File: config.mk
export PLATFORM = sky130hd
export DESIGN_NAME = spm_mem_arbiter
export DESIGN_NICKNAME = d
export VERILOG_FILES = /design/src/rtl/spm_mem_arbiter.sv
export SDC_FILE = /design/constraint.sdc
export NUM_CORES = 1
export LEC_CHECK = 0
export ABC_AREA = 1
export ABC_CLOCK_PERIOD_IN_PS = 1000
export BUFFER_PORTS_ARGS = -buffer_cell sky130_fd_sc_hd__buf_2
export CAP_MARGIN = 20
export CORE_MARGIN = 2
export CORE_UTILIZATION = 31
export CTS_CLUSTER_DIAMETER = 30
export DETAILED_ROUTE_END_ITERATION = 10
export GPL_ROUTABILITY_DRIVEN = 0
export PLACE_DENSITY_LB_ADDON = 0.05
export SYNTH_ARGS = -nofsm -noshare
export SYNTH_HDL_FRONTEND = slang
export SYNTH_SLANG_ARGS = --single-unit
File: constraint.sdc
create_clock -name clk -period 1 [get_ports clk]
set_input_delay 0.1 -clock clk [delete_from_list [all_inputs] [get_ports clk]]
set_output_delay 0.1 -clock clk [all_outputs]
set_load 0.01 [all_outputs]
File: src/rtl/spm_mem_arbiter.sv
// spm_mem_arbiter
//   Shares the single-port RISC-SPM memory between the processor and an
//   external loader/debug port. A registered 4-state FSM (IDLE, CPU, TURN, EXT)
//   grants exactly one owner per cycle. Every ownership change passes through
//   one TURN cycle in which nobody owns the memory and no write can happen.
//
// Optional feature (macro ARB_STARVE_EN):
//   defined   -> 4-bit starve counter; the owner is forced off the bus after
//                holding it STARVE_MAX cycles while the other side waits.
//   undefined -> strict CPU priority; an external burst is never preempted.
//
// Ports
//   clk, rst                      clock, asynchronous active-low reset
//   cpu_req/we/addr/wdata         processor access request
//   cpu_gnt, cpu_stall            processor grant (registered) and freeze
//   ext_req/we/addr/wdata         external port access request
//   ext_gnt                       external grant (registered)
//   rdata                         mem_rdata passthrough for the current owner
//   mem_addr/wdata/we             to the memory array
//   mem_rdata                     combinational read data from the array
module spm_mem_arbiter #(
  parameter int word_size  = 8,
  parameter int addr_size  = 8,
  parameter int STARVE_MAX = 4
) (
  input  logic                 clk,
  input  logic                 rst,
  input  logic                 cpu_req,
  input  logic                 cpu_we,
  input  logic [addr_size-1:0] cpu_addr,
  input  logic [word_size-1:0] cpu_wdata,
  output logic                 cpu_gnt,
  output logic                 cpu_stall,
  input  logic                 ext_req,
  input  logic                 ext_we,
  input  logic [addr_size-1:0] ext_addr,
  input  logic [word_size-1:0] ext_wdata,
  output logic                 ext_gnt,
  output logic [word_size-1:0] rdata,
  output logic [addr_size-1:0] mem_addr,
  output logic [word_size-1:0] mem_wdata,
  output logic                 mem_we,
  input  logic [word_size-1:0] mem_rdata
);

  if (STARVE_MAX < 1 || STARVE_MAX > 15) begin : g_bad_starve_max
    $error("spm_mem_arbiter: STARVE_MAX must be in 1..15");
  end

  typedef enum logic [1:0] {S_IDLE, S_CPU, S_TURN, S_EXT} state_e;

  state_e state_q, state_d;
  logic   cpu_gnt_q, cpu_gnt_d;
  logic   ext_gnt_q, ext_gnt_d;

`ifdef ARB_STARVE_EN
  localparam logic [3:0] STARVE_LAST = 4'(STARVE_MAX - 1);

  logic [3:0] starve_q, starve_d;
  // Remembers who owned the bus before TURN so the waiter is served next.
  logic       last_ext_q, last_ext_d;
  logic       other_req;
  logic       force_handoff;

  // The requester that is not the current owner; meaningless in IDLE/TURN.
  assign other_req     = (state_q == S_CPU) ? ext_req : cpu_req;
  // The current cycle is the STARVE_MAX-th one the waiter has been pending.
  assign force_handoff = other_req && (starve_q >= STARVE_LAST);
`endif

  always_comb begin
    state_d = state_q;
    unique case (state_q)
      S_IDLE: begin
        if (cpu_req)      state_d = S_CPU;
        else if (ext_req) state_d = S_EXT;
      end
      S_CPU: begin
        if (!cpu_req)          state_d = ext_req ? S_TURN : S_IDLE;
`ifdef ARB_STARVE_EN
        else if (force_handoff) state_d = S_TURN;
`endif
      end
      S_EXT: begin
        if (!ext_req)          state_d = cpu_req ? S_TURN : S_IDLE;
`ifdef ARB_STARVE_EN
        else if (force_handoff) state_d = S_TURN;
`endif
      end
      S_TURN: begin
`ifdef ARB_STARVE_EN
        if (last_ext_q) state_d = cpu_req ? S_CPU : (ext_req ? S_EXT : S_IDLE);
        else            state_d = ext_req ? S_EXT : (cpu_req ? S_CPU : S_IDLE);
`else
        // Strict priority: EXT is only ever entered while the CPU is quiet.
        state_d = cpu_req ? S_CPU : (ext_req ? S_EXT : S_IDLE);
`endif
      end
      default: state_d = S_IDLE;
    endcase

    cpu_gnt_d = (state_d == S_CPU);
    ext_gnt_d = (state_d == S_EXT);
  end

`ifdef ARB_STARVE_EN
  always_comb begin
    starve_d   = starve_q;
    last_ext_d = last_ext_q;
    if (state_q == S_CPU) last_ext_d = 1'b0;
    if (state_q == S_EXT) last_ext_d = 1'b1;

    // Only an owner with a waiting peer accumulates; any state change restarts.
    if ((state_d != state_q) || !other_req ||
        (state_q == S_IDLE) || (state_q == S_TURN)) begin
      starve_d = 4'd0;
    end else if (starve_q != 4'hF) begin
      starve_d = starve_q + 4'd1;
    end
  end
`endif

  always_ff @(posedge clk or negedge rst) begin
    if (!rst) begin
      state_q    <= S_IDLE;
      cpu_gnt_q  <= 1'b0;
      ext_gnt_q  <= 1'b0;
`ifdef ARB_STARVE_EN
      starve_q   <= 4'd0;
      last_ext_q <= 1'b0;
`endif
    end else begin
      state_q    <= state_d;
      cpu_gnt_q  <= cpu_gnt_d;
      ext_gnt_q  <= ext_gnt_d;
`ifdef ARB_STARVE_EN
      starve_q   <= starve_d;
      last_ext_q <= last_ext_d;
`endif
    end
  end

  // Memory mux is steered by the grant flops, so a write without a grant is
  // impossible and reset kills an in-flight write immediately.
  always_comb begin
    mem_addr  = '0;
    mem_wdata = '0;
    mem_we    = 1'b0;
    if (cpu_gnt_q) begin
      mem_addr  = cpu_addr;
      mem_wdata = cpu_wdata;
      mem_we    = cpu_we;
    end else if (ext_gnt_q) begin
      mem_addr  = ext_addr;
      mem_wdata = ext_wdata;
      mem_we    = ext_we;
    end
  end

  assign cpu_gnt   = cpu_gnt_q;
  assign ext_gnt   = ext_gnt_q;
  assign cpu_stall = cpu_req & ~cpu_gnt_q;
  assign rdata     = mem_rdata;

endmodule

==> flow_summary.ini <==
[worst_setup_path]
reg2reg_depth = 4
crit_type = flip-flop to output port
reg2reg_from = state_q[0]
cp-end-kind = output port
crit_arrival_ps = 1110
cp.required_ps = 900
cp_max_fo = 17
crit_start = cpu_gnt
worstSetupStartpointType = flip-flop

[logic_synthesis]
ys.warnings.count = 0
syn_avg_cell_area_um2 = 7.06
syn_inst = 81
synth_cell_types = 13
synth_top_area_share = 0.190
syn_nets = 127
synth-seq-cells = 4
synthesis.area_um2 = 572
seq_area_frac_synth = 0.175
yosysTopAreaCell = nand2_1
ys_top_cells_by_area = nand2_1, dfrtp_1, nand3_2

[sta]
fin_ws_ps = -212
slew_violations = 0
fin_crit_sh = 1.21
skew_ps = 6.74
min_period_ps = 1210
tightestPinTransition_ps = 183
fmax_mhz = 825
rsz0062_at_grt = true
setup_viol = 18
hold_viol_final = 0
maxSlewHeadroom = 0.878

[global_route]
busiest_layer = met2
grt.met1_usage = 0.142
overflow = 0
antenna_found_initial = 0
grt_pass1_wl_mm = 2.17
grtUsageTotal = 0.135
grt_util_met3 = 0.0192
grt_pass1_vias = 573
grtUsageMet2 = 0.255
grt_start_max_net_pins = 18

[layout]
final_area_um2 = 908
nets = 183
fin_util = 0.526
antennaDiodeCount = 0
layout_commonest_cell = buf_2
drive_gt1_frac = 0.704
seq_area_um2 = 101
area_growth_pct = 58.9
fillers = 200
multi_input_area_um2 = 339
mostFrequentLayoutCells = buf_2, nand2_1, nand2_2

[power_and_ir_drop]
pwr-share-comb = 0.542
ir_worst_vdd_mv = 0.786
p_sw_uw = 320
power_density_nw_per_um2 = 959
finalPower_uw = 871
p_leak_uw = 0.000539
p_int_uw = 551
pwr-share-seq = 0.229
swShare = 0.367
p_clk_frac = 0.230

[placed_design]
placed_area_um2 = 806
numPortBuffers = 57
place_ws_ps = -64.8
hpwl_mm = 1.21

[clocking]
path_clk_slew_ps = 40
htreeDepth = 1
cts_buffers = 3
insertion_delay_ps = 240
clock_sinks = 4
clockBufferDepth = 2
cts_tree = done
root_buffer = clkbuf_4

[worst_hold_path]
min_path_cells = 3
min_from = ext_req
min_path_type = input pin to flip-flop

[drt]
drc_errors = 0
via_per_inst = 4.21
ant_nets = 0
detail_route.iter0.violations = 1
routed_wl_mm = 1.50
wl_per_cell_um = 9.36
route.vias.total = 673
drtPass1Iterations = 3

[status]
status = finished with violations
violations = negative setup slack

[floorplanning]
io_pins = 74
dieHeight_um = 46.9
start_util = 0.331
num_rows = 15
die_area_um2 = 2200
fp.coreArea_um2 = 1730
die_w_um = 46.9

[job]
maxCapViolCount = 0
-- path summary, 6_finish.rpt --
path,endpoint,slack (ps)
max,mem_wdata[3],-210
min,state_q[1],110
max reg2reg,state_q[1],270
min reg2reg,ext_gnt,530
max in group asynchronous,cpu_gnt,660
min in group asynchronous,ext_gnt,200
-- metrics by stage --
step / hold WS (ps) / cells / setup TNS [ps]
4_1_cts: 98.4 / 160 / -3830
6_report: 107 / 160 / -3480
3_3_place_gp: -91.3 / 156 / -201
3_5_place_dp: -90.3 / 156 / -576
2_1_floorplan: -196 / 81 / 0
5_1_grt: 126 / 160 / -4510
-- registers in the layout (all words and copies together) (netlist names) --
name,cells
cpu_gnt,1
ext_gnt,1
state_q,2
-- worst max-delay path, cell delays in order, from the launching register on --
cell and delay (ps):
dfrtp_2 460, inv_8 140, nand3_1 90, nand2_1 60
buf_2 120
-- power by group through the flow --
stage	clock network [uW]	registers (uW)	logic, uW
global route	219	201	522
global placement	0	198	416
detailed placement	0	200	418
CTS	211	200	458
floorplan	0	194	296
finish	200	199	472
-- synthesized netlist by cell type --
library cell,number
buf_4,9
nand3_2,10
inv_8,1
nand2_1,29
buf_6,1
clkbuf_8,1
buf_8,1
inv_1,3
buf_12,1
dfrtp_1,4
nand2_2,10
nor2_1,4
nand3_1,7
-- layer usage --
metal	share of wire	vias up
li1	-	354
met2	0.55	26
met4	0.0053	0
met3	0.084	2
met1	0.36	291
met5	0	-
-- repair_timing --
action,CTS,global route
setup endpoints to repair,20,19
hold buffers,1,0
gates resized for setup,13,4
endpoints found under the hold margin,4,0
pin swaps,1,1
buffers inserted,0,0
-- cells by family (layout without fill, tap and decap cells) --
family | after synthesis | count (layout) | share of synthesized area
AND/OR/NAND/NOR | 60 | 60 | 0.562
buffers and inverters | 17 | 71 | 0.263
flip-flops | 4 | 4 | 0.175
-- layout make-up --
| cell class | count | area share |
|---|---|---|
| Multi-Input combinational cell | 60 | 0.373 |
| Timing Repair Buffer | 64 | 0.431 |
| Inverter | 4 | 0.0248 |
| Sequential cell | 4 | 0.112 |
| Clock buffer | 3 | 0.0248 |
| Tap cell | 25 | 0.0344 |
(Power assumes the default switching activity.)
